## config.mk

```make
export PLATFORM = sky130hd
export DESIGN_NAME = fetch_unit
export DESIGN_NICKNAME = d
export VERILOG_FILES = /design/src/rtl/mips_pkg.sv /design/src/rtl/fetch_unit.sv
export SDC_FILE = /design/constraint.sdc
export NUM_CORES = 1
export LEC_CHECK = 0
export ABC_AREA = 1
export BUFFER_PORTS_ARGS = -buffer_cell sky130_fd_sc_hd__buf_2
export CORE_ASPECT_RATIO = 0.8
export CORE_MARGIN = 5
export CORE_UTILIZATION = 45
export DETAILED_ROUTE_END_ITERATION = 7
export MAX_ROUTING_LAYER = met4
export PLACE_DENSITY = 0.74
export SLEW_MARGIN = 20
export SYNTH_ARGS = -nofsm -noshare
export SYNTH_HDL_FRONTEND = slang
export SYNTH_SLANG_ARGS = --single-unit
export TNS_END_PERCENT = 100
```

## constraint.sdc

```tcl
create_clock -name clk -period 2.8 [get_ports clk]
set_input_delay 0.42 -clock clk [delete_from_list [all_inputs] [get_ports clk]]
set_output_delay 0.42 -clock clk [all_outputs]
set_load 0.1 [all_outputs]
```

## src/rtl/mips_pkg.sv

```systemverilog
// rtl/mips_pkg.sv - shared types and constants for the instruction fetch path
package mips_pkg;

  typedef enum logic [1:0] {
    IDLE  = 2'd0,
    FETCH = 2'd1,
    VALID = 2'd2,
    DROP  = 2'd3
  } fetch_state_t;

  localparam int OPCODE_MSB = 31;
  localparam int OPCODE_LSB = 26;
  localparam int FUNCT_MSB  = 5;
  localparam int FUNCT_LSB  = 0;

  localparam int unsigned INSTR_BYTES = 4;

  // Clear the byte-offset bits so every fetch address is word aligned
  function automatic logic [31:0] align_pc(input logic [31:0] pc);
    return {pc[31:2], 2'b00};
  endfunction

endpackage

```

## src/rtl/fetch_unit.sv

```systemverilog
// rtl/fetch_unit.sv - single-outstanding-request instruction fetch unit
module fetch_unit
  import mips_pkg::*;
#(
  parameter logic [31:0] RESET_PC = 32'h0000_0000
) (
  input  logic        clk,
  input  logic        reset_n,
  output logic        imem_req,
  output logic [31:0] imem_addr,
  input  logic        imem_ack,
  input  logic [31:0] imem_rdata,
  input  logic        stall,
  input  logic        redirect_valid,
  input  logic [31:0] redirect_pc,
  output logic        instr_valid,
  output logic [31:0] instr,
  output logic [5:0]  opcode,
  output logic [5:0]  funct,
  output logic [31:0] instr_pc,
  output logic [31:0] pc_plus4,
  output logic [31:0] fetch_count,
  output logic        misalign_err
);

  fetch_state_t state;
  logic [31:0]  fetch_pc;
  logic [31:0]  redirect_target;
  logic [31:0]  next_target;
  logic [31:0]  seq_pc;

  // A redirect always wins over the sequential fetch address
  assign redirect_target = align_pc(redirect_pc);
  assign next_target     = redirect_valid ? redirect_target : fetch_pc;
  assign seq_pc          = fetch_pc + 32'(INSTR_BYTES);

  // Decode fields and branch base are pure views of the held registers
  assign opcode   = instr[OPCODE_MSB:OPCODE_LSB];
  assign funct    = instr[FUNCT_MSB:FUNCT_LSB];
  assign pc_plus4 = instr_pc + 32'(INSTR_BYTES);

  // Fetch FSM; imem_addr only moves when no request is outstanding, so in
  // DROP it keeps the original address while fetch_pc tracks the new target
  always_ff @(posedge clk) begin
    if (!reset_n) begin
      state        <= IDLE;
      fetch_pc     <= RESET_PC;
      imem_req     <= 1'b0;
      imem_addr    <= RESET_PC;
      instr_valid  <= 1'b0;
      instr        <= 32'h0;
      instr_pc     <= 32'h0;
      fetch_count  <= 32'h0;
      misalign_err <= 1'b0;
    end else begin
      if (redirect_valid && (redirect_pc[1:0] != 2'b00)) begin
        misalign_err <= 1'b1;
      end

      case (state)
        IDLE: begin
          fetch_pc  <= next_target;
          imem_addr <= next_target;
          imem_req  <= 1'b1;
          state     <= FETCH;
        end

        FETCH: begin
          if (redirect_valid) begin
            fetch_pc <= redirect_target;
            if (imem_ack) begin
              imem_addr <= redirect_target;
            end else begin
              state <= DROP;
            end
          end else if (imem_ack) begin
            instr       <= imem_rdata;
            instr_pc    <= fetch_pc;
            fetch_pc    <= seq_pc;
            instr_valid <= 1'b1;
            imem_req    <= 1'b0;
            state       <= VALID;
          end
        end

        DROP: begin
          fetch_pc <= next_target;
          if (imem_ack) begin
            imem_addr <= next_target;
            state     <= FETCH;
          end
        end

        VALID: begin
          if (redirect_valid || !stall) begin
            fetch_count <= fetch_count + 32'd1;
            fetch_pc    <= next_target;
            imem_addr   <= next_target;
            instr_valid <= 1'b0;
            imem_req    <= 1'b1;
            state       <= FETCH;
          end
        end

        default: begin
          state    <= IDLE;
          imem_req <= 1'b0;
        end
      endcase
    end
  end

endmodule

```

==> run metrics <==
CP Capture Type=primary output; Place WS=0.182 ns; Netlist cell types=37; Longest Clk Path Bufs=2; Layout Nets=~1700; Final Skew=roughly 0.011 ns; wire length of the first global-routing pass=46.6 mm; Util after Layout=0.585; CP Max Fanout=6; yosys warns=0; CTS clk-pin slew, worst paths=around 0.070 ns; Cells after DPL=1878; worst vdd ir=0.546 mV; PortBufs=243; CP endpoint=pc_plus4[21]; Via density=5.32; post-synthesis to final-layout area growth=27.4%; Die Wd=between 150 and 200 µm; core box area=19900 µm²; fin crit share=0.974; die height=137 µm; share of flip-flops with an asynchronous set or reset=0; Post-Syn Area=9110 µm²; Arr. time, crit path=approximately 2.3 ns; Die Area=23200 µm²; gr usage total=0.253; critical path startpoint=instr_pc[2]; switch share=0.477; GRT overflow=0; Mean Syn Cell Area=around 6.3 µm²; min Tclk post-route=2.73 ns; Rel. slew slack=0.466; register-to-register setup slack=around 0.54 ns; Comb power frac=0.393; Vias=about 10000; share of the synthesized area in the top cell type=0.362; hold_sp=imem_rdata[0]; final worst setup slack=0.0730 ns; number of enable flip-flop cells after synthesis=0; sw power=0.00413 W; internal power=0.00453 W; I/O pins=244; DRC viols=0; Mapped Cells=1437; number of buffers created by CTS=17; status=complete, no violations; WL/cell=15.6 µm; Critical Path RT=2.38 ns; initial antenna violation count=1; Slew Limit Fails=0; CTS tree=built; Initial Util=0.459; # clock sinks=165; H-tree Lvls=4; CP Class=reg2out; Layout Cells excl Fill=1914; Seq pwr share=0.336; drt initial violations=1047; Lkg Pwr=5.11 nW; share of cells above drive strength 1=0.229; Clock Latency Late Sink=0.43 ns; Final ANT Viol Nets=0; pwr dens=745 nW/µm²; element type at the critical path start=flop; cell taking the most area after synthesis=dfxtp_1; top_reg_cell synth=dfxtp_1; Final Hold Violating Endpoints=0; Rows=46; Max Freq=between 0.3 and 0.4 GHz; setup tns final=0 ns; Seq/Total Area, Yosys=0.362; commonest non-fill, non-tap cell in the layout=nand2_1; gpl congestion=approximately 0.96; Least-Margin Pin Slew=0.800 ns; max-cap violations=0; Clock Tree Root=clkbuf_16; Reg2Reg Capture Point=instr_pc[28]; synth top area cells=dfxtp_1 (36%), nand2_1 (14%), nor2_1 (9.3%); Post-DP HPWL=22.1 mm; Worst R2R Path Depth=8; register bit total from synthesis=165; HP Class=in2reg; FF-to-FF Start=state[1]; final setup violation count=0; drt pass-1 iters=5; syn_nets=around 1500; vias in the first global route=9156; largest net degree at the start of global routing=73; Routed WL=~30 mm; Clock Power Share=0.271; commonest non-fill, non-tap cells in the layout=nand2_1 (340), buf_2 (224), nor2_1 (223), o21ai_0 (164), dfxtp_1 (141); unrepaired setup endpoints after global routing=yes
[synth_stat cells, types with 3 or more instances]
cell	number
buf_4	15
nor2_1	225
nor3_1	25
nand3b_1	10
inv_1	117
o21ai_0	164
ha_1	6
nand4_1	10
buf_1	3
a31oi_1	18
nor2_2	11
nor2_4	3
dfxtp_1	165
buf_2	18
xor2_1	30
nand2_1	341
nand3_1	75
clkbuf_1	44
a21oi_1	129
nand2_2	5
[how the worst min path moves through the flow]
stage | depth (start not counted) | to | slack (ns)
2_1_floorplan | 2 | fetch_pc[0] | 0.43
3_3_place_gp | 2 | misalign_err | 0.44
3_5_place_dp | 2 | misalign_err | 0.44
4_1_cts | 3 | instr[27] | 0.20
5_1_grt | 3 | instr[23] | 0.20
6_report | 3 | instr[0] | 0.21
[kinds of logic after synthesis]
kind of cell / synth area share
compound gates: 0.183
xor+xnor: 0.0308
fa+ha+maj: 0.00824
buf+inv: 0.0921
flops: 0.362
simple gates: 0.323
[stage by stage]
stage	power, W	hold slack [ns]	cell area, µm²
6_report	0.00865	0.213	11600
5_1_grt	0.00901	0.202	11600
4_1_cts	0.00865	0.202	11500
3_5_place_dp	0.00632	0.441	10900
3_3_place_gp	0.00629	0.436	10900
2_1_floorplan	0.00567	0.429	9520
[critical path, stage by stage, from the launching register on]
cell,delay (ns)
dfxtp_4,0.40
nand3_1,0.16
inv_1,0.11
nand2_1,0.11
nor2_2,0.17
nand4_1,0.26
nor2_2,0.28
xor2_4,0.20
buf_12,0.19
[power groups by stage]
stage | sequential [W] | combinational [W] | clock, W
final | 0.00291 | 0.00340 | 0.00235
after floorplan | 0.00433 | 0.00135 | 0
after CTS | 0.00290 | 0.00338 | 0.00237
after global placement | 0.00293 | 0.00336 | 0
after global routing | 0.00295 | 0.00358 | 0.00248
after detailed placement | 0.00295 | 0.00337 | 0
[flip-flops by register name, indices dropped and copies added (netlist names)]
register,count
instr,32
state,2
misalign_err,1
instr_pc,32
imem_req,1
fetch_pc,32
imem_addr,32
fetch_count,32
instr_valid,1
[area by class of cell]
cell class                 count  area (µm²)
fill                        1945        8240
multi-input combinational   1070        5390
sequential                   165        3350
timing repair buffer         261        1500
inverter                     122         464
clock buffer                  18         450
tap                          264         330
clock inverter                13         121
antenna                        1        2.50
[timing repair]
item	4_1_cts	5_1_grt
hold buffers	0	0
pin swaps	1	4
gates resized for setup	10	19
setup endpoints to repair	8	12
buffers inserted	0	4
[routing by layer]
metal | vias up | GRT usage | part of all wire
met4 | 0 | 0.0563 | 0.011
li1 | 5051 | - | -
met3 | 28 | 0.0657 | 0.099
met1 | 4654 | 0.364 | 0.47
met2 | 443 | 0.359 | 0.42
met5 | - | - | 0
(Power assumes the default switching activity.)
